[src/rtl/sync_flag_decoder.sv]
// Multi-channel sync-word flag decoder: per-channel OFF/PEND/ON FSM with optional confirmation
// depth and refresh watchdog. Define SYNC_FLAG_ERR_CNT_EN to count unrecognised words.
module sync_flag_decoder #(
   parameter real                              TCQ         = 0.1,
   parameter int                               DATA_WIDTH  = 16,
   parameter int                               NUM_FLAGS   = 3,
   parameter logic [NUM_FLAGS*DATA_WIDTH-1:0]  SET_CODES   = {16'h5A53, 16'h5A51, 16'hACC1},
   parameter logic [NUM_FLAGS*DATA_WIDTH-1:0]  CLR_CODES   = {16'h5A51, 16'h5A50, 16'hACC0},
   parameter int                               CONFIRM_CNT = 0,
   parameter int                               TIMEOUT_CYC = 0
) (
   input  logic                  clk_i,
   input  logic                  rst_n_i,
   input  logic                  rx_valid_i,
   input  logic [DATA_WIDTH-1:0] rx_data_i,
   output logic [NUM_FLAGS-1:0]  flag_o,
   output logic [NUM_FLAGS-1:0]  flag_rise_o,
   output logic [NUM_FLAGS-1:0]  flag_fall_o,
   output logic [NUM_FLAGS-1:0]  timeout_o,
   input  logic                  timeout_clr_i,
   output logic [15:0]           err_cnt_o
);

   localparam int CW = (CONFIRM_CNT > 0) ? $clog2(CONFIRM_CNT + 1) : 1;
   localparam int TW = (TIMEOUT_CYC > 0) ? $clog2(TIMEOUT_CYC + 1) : 1;

   // TCQ is accepted for compatibility with older benches; registers here are zero-delay.
   if (TCQ < 0.0 || NUM_FLAGS < 1 || NUM_FLAGS > 16) begin : g_bad_param
      $error("sync_flag_decoder: illegal TCQ or NUM_FLAGS");
   end

   typedef enum logic [1:0] {ST_OFF, ST_PEND, ST_ON} state_t;

   state_t               state_q [NUM_FLAGS];
   logic [CW-1:0]        cnt_q   [NUM_FLAGS];
   logic [TW-1:0]        tmo_q   [NUM_FLAGS];
   logic [NUM_FLAGS-1:0] set_hit;
   logic [NUM_FLAGS-1:0] clr_hit;

   always_comb begin
      set_hit = '0;
      clr_hit = '0;
      for (int i = 0; i < NUM_FLAGS; i++) begin
         set_hit[i] = rx_valid_i && (rx_data_i == SET_CODES[i*DATA_WIDTH +: DATA_WIDTH]);
         clr_hit[i] = rx_valid_i && (rx_data_i == CLR_CODES[i*DATA_WIDTH +: DATA_WIDTH]);
      end
   end

   // Clear outranks set everywhere, so a channel whose set and clear codes coincide never asserts.
   always_ff @(posedge clk_i or negedge rst_n_i) begin
      if (!rst_n_i) begin
         for (int i = 0; i < NUM_FLAGS; i++) begin
            state_q[i] <= ST_OFF;
            cnt_q[i]   <= '0;
            tmo_q[i]   <= '0;
         end
         flag_o      <= '0;
         flag_rise_o <= '0;
         flag_fall_o <= '0;
         timeout_o   <= '0;
      end else begin
         flag_rise_o <= '0;
         flag_fall_o <= '0;
         if (timeout_clr_i) timeout_o <= '0;
         for (int i = 0; i < NUM_FLAGS; i++) begin
            case (state_q[i])
               ST_OFF: begin
                  if (set_hit[i] && !clr_hit[i]) begin
                     if (CONFIRM_CNT == 0) begin
                        state_q[i]     <= ST_ON;
                        tmo_q[i]       <= '0;
                        flag_o[i]      <= 1'b1;
                        flag_rise_o[i] <= 1'b1;
                     end else begin
                        state_q[i] <= ST_PEND;
                        cnt_q[i]   <= CW'(1);
                     end
                  end
               end
               ST_PEND: begin
                  if (clr_hit[i]) begin
                     state_q[i] <= ST_OFF;
                     cnt_q[i]   <= '0;
                  end else if (set_hit[i]) begin
                     if (cnt_q[i] == CW'(CONFIRM_CNT)) begin
                        state_q[i]     <= ST_ON;
                        cnt_q[i]       <= '0;
                        tmo_q[i]       <= '0;
                        flag_o[i]      <= 1'b1;
                        flag_rise_o[i] <= 1'b1;
                     end else begin
                        cnt_q[i] <= cnt_q[i] + CW'(1);
                     end
                  end else if (rx_valid_i) begin
                     state_q[i] <= ST_OFF;
                     cnt_q[i]   <= '0;
                  end
               end
               ST_ON: begin
                  if (clr_hit[i]) begin
                     state_q[i]     <= ST_OFF;
                     tmo_q[i]       <= '0;
                     flag_o[i]      <= 1'b0;
                     flag_fall_o[i] <= 1'b1;
                  end else if (set_hit[i]) begin
                     tmo_q[i] <= '0;
                  end else if (TIMEOUT_CYC != 0) begin
                     // A word arriving in the expiry cycle is handled above and pre-empts the timeout.
                     if (tmo_q[i] == TW'(TIMEOUT_CYC)) begin
                        state_q[i]     <= ST_OFF;
                        tmo_q[i]       <= '0;
                        flag_o[i]      <= 1'b0;
                        flag_fall_o[i] <= 1'b1;
                        timeout_o[i]   <= 1'b1;
                     end else begin
                        tmo_q[i] <= tmo_q[i] + TW'(1);
                     end
                  end
               end
               default: begin
                  state_q[i] <= ST_OFF;
                  cnt_q[i]   <= '0;
                  tmo_q[i]   <= '0;
                  flag_o[i]  <= 1'b0;
               end
            endcase
         end
      end
   end

`ifdef SYNC_FLAG_ERR_CNT_EN
   // Saturating count of valid words that match no set or clear code on any channel.
   always_ff @(posedge clk_i or negedge rst_n_i) begin
      if (!rst_n_i) begin
         err_cnt_o <= 16'h0000;
      end else if (rx_valid_i && !(|(set_hit | clr_hit)) && (err_cnt_o != 16'hFFFF)) begin
         err_cnt_o <= err_cnt_o + 16'h0001;
      end
   end
`else
   assign err_cnt_o = 16'h0000;
`endif

endmodule

[config.mk]
export PLATFORM = sky130hd
export DESIGN_NAME = sync_flag_decoder
export DESIGN_NICKNAME = d
export VERILOG_FILES = /design/src/rtl/sync_flag_decoder.sv
export SDC_FILE = /design/constraint.sdc
export NUM_CORES = 1
export LEC_CHECK = 0
export CAP_MARGIN = 10
export CORE_MARGIN = 4
export CORE_UTILIZATION = 34
export CTS_CLUSTER_DIAMETER = 50
export CTS_CLUSTER_SIZE = 16
export DETAILED_ROUTE_END_ITERATION = 12
export PLACE_DENSITY = 0.83
export SLEW_MARGIN = 15
export SYNTH_ARGS = -nofsm -noshare
export SYNTH_HDL_FRONTEND = slang
export SYNTH_SLANG_ARGS = --single-unit
[constraint.sdc]
create_clock -name clk_i -period 1.9 [get_ports clk_i]
set_input_delay 0.38 -clock clk_i [delete_from_list [all_inputs] [get_ports clk_i]]
set_output_delay 0.38 -clock clk_i [all_outputs]
set_load 0.005 [all_outputs]
---- After elaboration in Yosys (flattened, before gate mapping) ----
Index checks and enable logic that the tools add are counted.
word-level totals
  register bits ........................... 18
  input bits .............................. 20
cells by class
  add/subtract/negate cells ............... 3
  equal/unequal tests ..................... 32
  muxes and demuxes ....................... 71
  bitwise operators ....................... 3
  reductions and logical operators ........ 26
operators by type and width
  cell                                              number
  == test 16 x 15 -> 1 bit (second input constant)  3
  two-way mux 1 bit                                 43
  == test 16 bit (second input constant)            2
  two-way mux 2 bit                                 16
  != test 2 bit (second input constant)             15
  != test 4 bit (second input constant)             6
  case mux 2 bit (3 select lines)                   3
  AND reduction 5 bit                               3
  case mux 1 bit (2 select lines)                   6
  AND reduction 4 bit                               3
  case mux 1 bit (3 select lines)                   3
  logical AND 1 bit                                 8
  == test 2 x 1 -> 1 bit (second input constant)    3
  == test 2 bit (second input constant)             3
  zero test 2 bit                                   3
  AND reduction 2 bit                               3
  OR reduction 2 bit                                3
  adder 1 bit (second input constant)               3
  zero test 1 bit                                   3
  inverter 1 bit                                    3

---- Depth between registers and ports, before layout ----
Gate-level depths: netlist of run 1.
  word-level depth ........................ 6
  mapped depth ............................ 3
  gate-level depth less buffers ........... 3

---- Worst setup path after synthesis of run 1 ----
Ideal clock, no wire load.
  path type ............................... input to register
  start ................................... input rx_data_i[5]
  end ..................................... register state_q[1] (netlist name)
  setup time .............................. 0.125 ns
  arrival time ............................ 1.127 ns
  data required time ...................... 1.775 ns
  slack ................................... 0.648 ns
  stages .................................. 3
  cell sequence ........................... and4bb_2 nand4_4 mux2_4
between the ends
  word-level cells in the longest chain between the ends .. 6
  elaborated cells on any way between the ends .. 14
ends and longest elaborated chain
  what                                  line  text
  start: declaration                    15    input logic [DATA_WIDTH-1:0] rx_data_i,
  == test 16 x 15 -> 1 bit              45    clr_hit[i] = rx_valid_i && (rx_data_i == CLR_CODES[i*DATA_WIDTH +: DATA_WIDTH]);
  logical AND 1 bit                     45
  zero test 1 bit                       68    if (set_hit[i] && !clr_hit[i]) begin
  logical AND 1 bit                     68
  != test 2 bit (no source line)        n/a
  AND reduction 4 bit (no source line)  n/a
  end signal: indexed assignment        70    state_q[i] <= ST_ON;
  end signal: indexed assignment        75    state_q[i] <= ST_PEND;
  end signal: indexed assignment        82    state_q[i] <= ST_OFF;
  end: declaration                      34    state_t state_q [NUM_FLAGS];
Several ways; a longest one is shown, not always the timed one.
A chain may end at the register's enable or synchronous reset.

==> flow_summary.json, run 1 <==
{
  "crit_chain": "clkdlybuf4s50_1",
  "reg2reg_from": "state_q[5]$_DFFE_PN0P_",
  "place_congestion": 0.759,
  "grt_max_degree": 10,
  "syn_to_final_growth_pct": 43.0,
  "antenna_cells": 0,
  "r2r_slack_ps": 1110,
  "pwr-share-clk_pct": 36.0,
  "clock_latency_ps": 260,
  "p_per_area_mw_per_mm2": 485,
  "crit_slowest_cell": "clkdlybuf4s50_1",
  "path_max_fanout": 4,
  "num_vias": 498,
  "cp_num_cells": 1,
  "drive_above_1_share_pct": 19.0,
  "pwr-share-seq_pct": 46.3,
  "fin_skew_ps": 3.02,
  "cp_top_family": "buffers and inverters",
  "start_util_pct": 37.9,
  "critPathKind": "flop to primary output",
  "finish.instance_area_sq_um": 853,
  "critPathCaptureType": "primary output",
  "synth_area_leaders": "dfrtp_1 38%, buf_4 24%, and4bb_2 13%",
  "numCtsBuffers": 3,
  "synth_top_area_share_pct": 37.7,
  "cts-htree-levels": 1,
  "drtIter0Drc": 13,
  "worstPathArrival_ps": 1180,
  "timing.critical_path.required_ps": 1520,
  "cpPeakStageDelay_ps": 520,
  "period_share_pct": 81.9,
  "cts_sinks": 9,
  "dp.cells": 96,
  "die_w_um": 49.9,
  "grt_use_total_pct": 12.0,
  "row_count": 14,
  "drc": 0,
  "synth.avg_cell_area_sq_um": 11.5,
  "grt-ovfl-total": 0,
  "total_switching_power_w": 0.0000986,
  "grt_pass1_wl_um": 2150,
  "first_global_vias": 432,
  "fin_ws_ps": 345,
  "core_area_sq_mm": 0.00158,
  "hold_violations": 0,
  "hpwlAfterDp_um": 1210,
  "postSynthCellCount": 52,
  "io_buffers": 27,
  "cts_setup_buffers": 0,
  "fin_cells": 100,
  "fin_setup_tns_ps": 0,
  "cts_resized": 0,
  "leakagePower_nw": 0.385,
  "hold_path_class": "input port to async pin",
  "drtAntennaViolNets": 0,
  "fp.dieArea_sq_mm": 0.00249,
  "clk_pin_slew_ps": 60,
  "power.share.switching_pct": 23.8,
  "dr.pass1.iters": 5,
  "timing.final.crit_period_ps": 1560,
  "post_drt_wl_per_cell_um": 14.6,
  "routed_via_density": 4.98,
  "wl_um": 1460,
  "ys_seq_elements": 9,
  "synth_area_leader_cell": "dfrtp_1",
  "ys_seq_area_share_pct": 37.7,
  "syn-cell-area_sq_um": 597,
  "die_y_um": 49.9,
  "rsz0062_at_grt": "false",
  "num-nets-final": 105,
  "hold_buffers": 0,
  "start_kind": "flop",
  "power.internal_w": 0.000315,
  "ios": 48,
  "slew_violations": 0,
  "max_freq_mhz": 643,
  "ir_drop_uv": 176,
  "placed_area_sq_um": 827,
  "synth_warnings": 0,
  "critPathBufInv": 1,
  "cts_tree": "done",
  "yosysUniqueCellTypes": 13,
  "setup_viol": 0,
  "combPwrFrac_pct": 17.7,
  "clk_path_buf_depth": 2,
  "outcome": "complete, no violations",
  "ctsRootBufferMaster": "clkbuf_4",
  "finalPower_w": 0.000414,
  "r2r-end": "state_q[5]$_DFFE_PN0P_",
  "place_ws_ps": 115,
  "antenna_found_initial": 0,
  "rr_worst_depth": 1,
  "drv_cap": 0
}
per-stage QoR:
stage	hold WS, ps	utilization, %
global route	443	54.1
CTS	425	54.1
global placement	463	52.5
detailed placement	473	52.5
finish	412	54.1
floorplan	84.4	-
power groups by stage:
stage / Sequential, W / Combinational [W] / Clock (W)
after detailed placement: 0.000195 / 0.0000711 / 0
after global routing: 0.000192 / 0.0000788 / 0.000166
after global placement: 0.000195 / 0.0000689 / 0
after CTS: 0.000192 / 0.0000715 / 0.000151
after floorplan: 0.000195 / 0.0000480 / 0
final: 0.000192 / 0.0000733 / 0.000149
cell families after synthesis:
family / count (synthesis) / share of synthesized area (%)
simple gates: 20 / 31.4
other cells: 1 / 0.628
buf+inv: 19 / 23.9
flops: 9 / 37.7
mux: 3 / 6.29
flip-flops by register name, indices dropped and copies added, names as in the netlist:
| register | count |
|---|---|
| flag_fall_o | 3 |
| flag_rise_o | 3 |
| state_q | 2 |
| flag_o | 1 |
routing by layer:
metal / global-route usage, % / wire, um / vias to the layer above
met5: 0 / 0 / -
met4: 8.29 / 54 / 0
met3: 5.12 / 172 / 14
met2: 20.7 / 744 / 47
met1: 11.2 / 483 / 220
li1: - / - / 217
layout make-up:
type	count	area, sq um
fill	142	723
clock buffer	4	26.3
tap	16	20.0
multi-input combinational	42	297
sequential	9	225
timing repair buffer	29	285
worst max-delay path by stage:
stage                                 startpoint                endpoint  slack (ps)
after floorplan                     rx_data_i[5]  state_q[1]$_DFFE_PN0P_         650
after global placement              rx_data_i[2]  state_q[1]$_DFFE_PN0P_         130
after detailed placement            rx_data_i[2]  state_q[1]$_DFFE_PN0P_         120
after CTS                 state_q[5]$_DFFE_PN0P_               flag_o[0]         350
after global routing       flag_o[1]$_DFFE_PN0P_               flag_o[1]         290
final                     state_q[5]$_DFFE_PN0P_               flag_o[0]         340
synthesized netlist by cell type:
library cell and instances:
and4bb_2 6, buf_4 19, conb_1 1, dfrtp_1 9, mux2_2 2, mux2_4 1, nand2_1 1, nand3_1 2
nand4_1 3, nand4_4 1, nor3_1 4, nor3b_1 2, nor4b_4 1
layout by cell type (no fill, tap or decap), drive strengths merged:
cell            n
and4bb          6
buf             2
clkbuf          4
clkdlybuf4s50  27
conb           19
dfrtp           9
mux2            3
nand2           1
nand3           2
nand4           4
nor3            4
nor3b           2
nor4b           1
(Power assumes the default switching activity.)
==> run 2: changes to the inputs <==
--- a/config.mk
+++ b/config.mk
@@ -7,11 +7,11 @@
 export LEC_CHECK = 0
 export CAP_MARGIN = 10
 export CORE_MARGIN = 4
-export CORE_UTILIZATION = 34
+export CORE_UTILIZATION = 32
 export CTS_CLUSTER_DIAMETER = 50
 export CTS_CLUSTER_SIZE = 16
 export DETAILED_ROUTE_END_ITERATION = 12
-export PLACE_DENSITY = 0.83
+export PLACE_DENSITY = 0.79
 export SLEW_MARGIN = 15
 export SYNTH_ARGS = -nofsm -noshare
 export SYNTH_HDL_FRONTEND = slang
==> constraint.sdc (replaced) <==
create_clock -name clk_i -period 1.5 [get_ports clk_i]
set_input_delay 0.3 -clock clk_i [delete_from_list [all_inputs] [get_ports clk_i]]
set_output_delay 0.3 -clock clk_i [all_outputs]
set_load 0.005 [all_outputs]
==> run 2 against run 1 <==
Critical path depth stayed put; non-clock buffer count increased by 5; sequential share of layout area fell by 1.5 points; sequential power increased by 27%; routed wire length down 12%; largest cell class is now buffers; largest power group unchanged; highest routed layer unchanged.
==> flow_summary.json, run 2 (synthesis gave the netlist of run 1 again) <==
{
  "die_w_um": 51.2,
  "cts_sinks": 9,
  "post_drt_wl_per_cell_um": 11.3,
  "fin_ws_ps": 61.9,
  "cts_tree": "done",
  "numCtsBuffers": 3,
  "hold_path_class": "input port to async pin",
  "drc": 0,
  "crit_slowest_cell": "clkdlybuf4s50_1",
  "drv_cap": 0,
  "ir_drop_uv": 284,
  "cp_num_cells": 1,
  "fp.dieArea_sq_mm": 0.00262,
  "hpwlAfterDp_um": 1050,
  "layout_commonest_cell": "clkdlybuf4s50_1",
  "rr_worst_depth": 2,
  "timing.critical_path.required_ps": 1200,
  "drtAntennaViolNets": 0,
  "fin_skew_ps": 3.69,
  "antenna_cells": 0,
  "grt_use_total_pct": 9.15,
  "period_share_pct": 95.9,
  "clk_path_buf_depth": 2,
  "max_freq_mhz": 695,
  "holdWs_ps": 320,
  "dr.pass1.iters": 4,
  "leakagePower_nw": 0.429,
  "first_global_vias": 446,
  "critPathBufInv": 1,
  "clk_pin_slew_ps": 60,
  "setup_viol": 0,
  "crit_chain": "clkdlybuf4s50_1",
  "grt-ovfl-total": 0,
  "die_y_um": 51.2,
  "hold_violations": 0,
  "cts-htree-levels": 1,
  "antenna_found_initial": 0,
  "ctsRootBufferMaster": "clkbuf_4",
  "slew_violations": 0,
  "routed_via_density": 4.47,
  "mostFrequentLayoutCells": "26 x clkdlybuf4s50_1, 19 x conb_1, 9 x dfrtp_1",
  "start_kind": "flop",
  "wl_um": 1290,
  "clock_latency_ps": 260,
  "place_ws_ps": -187,
  "num_vias": 510,
  "fin_setup_tns_ps": 0,
  "placed_area_sq_um": 868,
  "critPathCaptureType": "primary output",
  "start_util_pct": 34.2,
  "drtIter0Drc": 2,
  "top_regs": "flag_fall_o x3, flag_rise_o x3, state_q x2",
  "finish.instance_area_sq_um": 905,
  "grt_pass1_wl_um": 1810,
  "timing.final.crit_period_ps": 1440,
  "io_buffers": 27,
  "place_congestion": 0.895,
  "p_per_area_mw_per_mm2": 573,
  "cpPeakStageDelay_ps": 510,
  "core_area_sq_mm": 0.00175,
  "grt_max_degree": 10,
  "ios": 48,
  "critPathKind": "flop to primary output",
  "drive_above_1_share_pct": 23.6,
  "row_count": 15,
  "syn_to_final_growth_pct": 51.6,
  "num-nets-final": 110,
  "cp_top_family": "buffers and inverters",
  "path_max_fanout": 4,
  "outcome": "complete, no violations",
  "rsz0062_at_grt": "false",
  "worstPathArrival_ps": 1140
}
-- run 2: cell types whose count changed in the layout (fill, tap and decap cells not counted), sizes merged --
cell,previous run,this run
buf,2,7
dlymetal6s2s,0,1
clkdlybuf4s50,27,26
-- run 2: path summary, 6_finish.rpt --
| check | endpoint | start | slack (ps) |
|---|---|---|---|
| setup / recovery | flag_o[2] | state_q[1]$_DFFE_PN0P_ | 60 |
| hold / removal | flag_rise_o[2]$_DFF_PN0_ | rst_n_i | 320 |
| setup reg to reg | flag_o[1]$_DFFE_PN0P_ | flag_o[1]$_DFFE_PN0P_ | 590 |
| hold reg to reg | flag_rise_o[1]$_DFF_PN0_ | flag_o[1]$_DFFE_PN0P_ | 460 |
| max in group asynchronous | state_q[1]$_DFFE_PN0P_ | rst_n_i | 910 |
| min in group clk_i | flag_rise_o[1]$_DFF_PN0_ | flag_o[1]$_DFFE_PN0P_ | 460 |
-- run 2: power by group --
| part | switching, W | internal [W] | total (W) |
|---|---|---|---|
| combinational | 0.0000367 | 0.0000565 | 0.0000932 |
| sequential | 0.0000000485 | 0.000243 | 0.000243 |
| clock | 0.0000800 | 0.000102 | 0.000182 |
-- run 2: metal layers --
metal / share of wire, % / vias up / GRT usage, %
met5: 0 / - / 0
met3: 17 / 6 / 4.08
li1: - / 225 / -
met4: 1.6 / 0 / 4.48
met2: 46 / 40 / 15.2
met1: 35 / 239 / 9.73
-- run 2: worst reg2reg max path: stages (launching register included) --
cell     delay (ps)
dfrtp_1         390
buf_4           150
mux2_2          250
-- run 2: area by class of cell --
type	count	area (sq um)
repair buffers	34	325
multi-input cells	42	297
flip-flops and latches	9	225
fillers	161	841
clock buffers	4	26.3
well taps	25	31.3
-- run 2: timing repair --
action                     CTS  global route
hold buffers                 0             0
setup buffers                0             1
resized for setup            0             1
setup endpoints to repair    0             2
-- run 2: stage by stage --
stage | cells | total power (W) | util, %
3_5_place_dp | 109 | 0.000339 | 49.7
4_1_cts | 113 | 0.000520 | 51.3
5_1_grt | 114 | 0.000546 | 51.8
2_1_floorplan | 70 | 0.000308 | -
6_report | 114 | 0.000518 | 51.8
3_3_place_gp | 109 | 0.000337 | 49.7
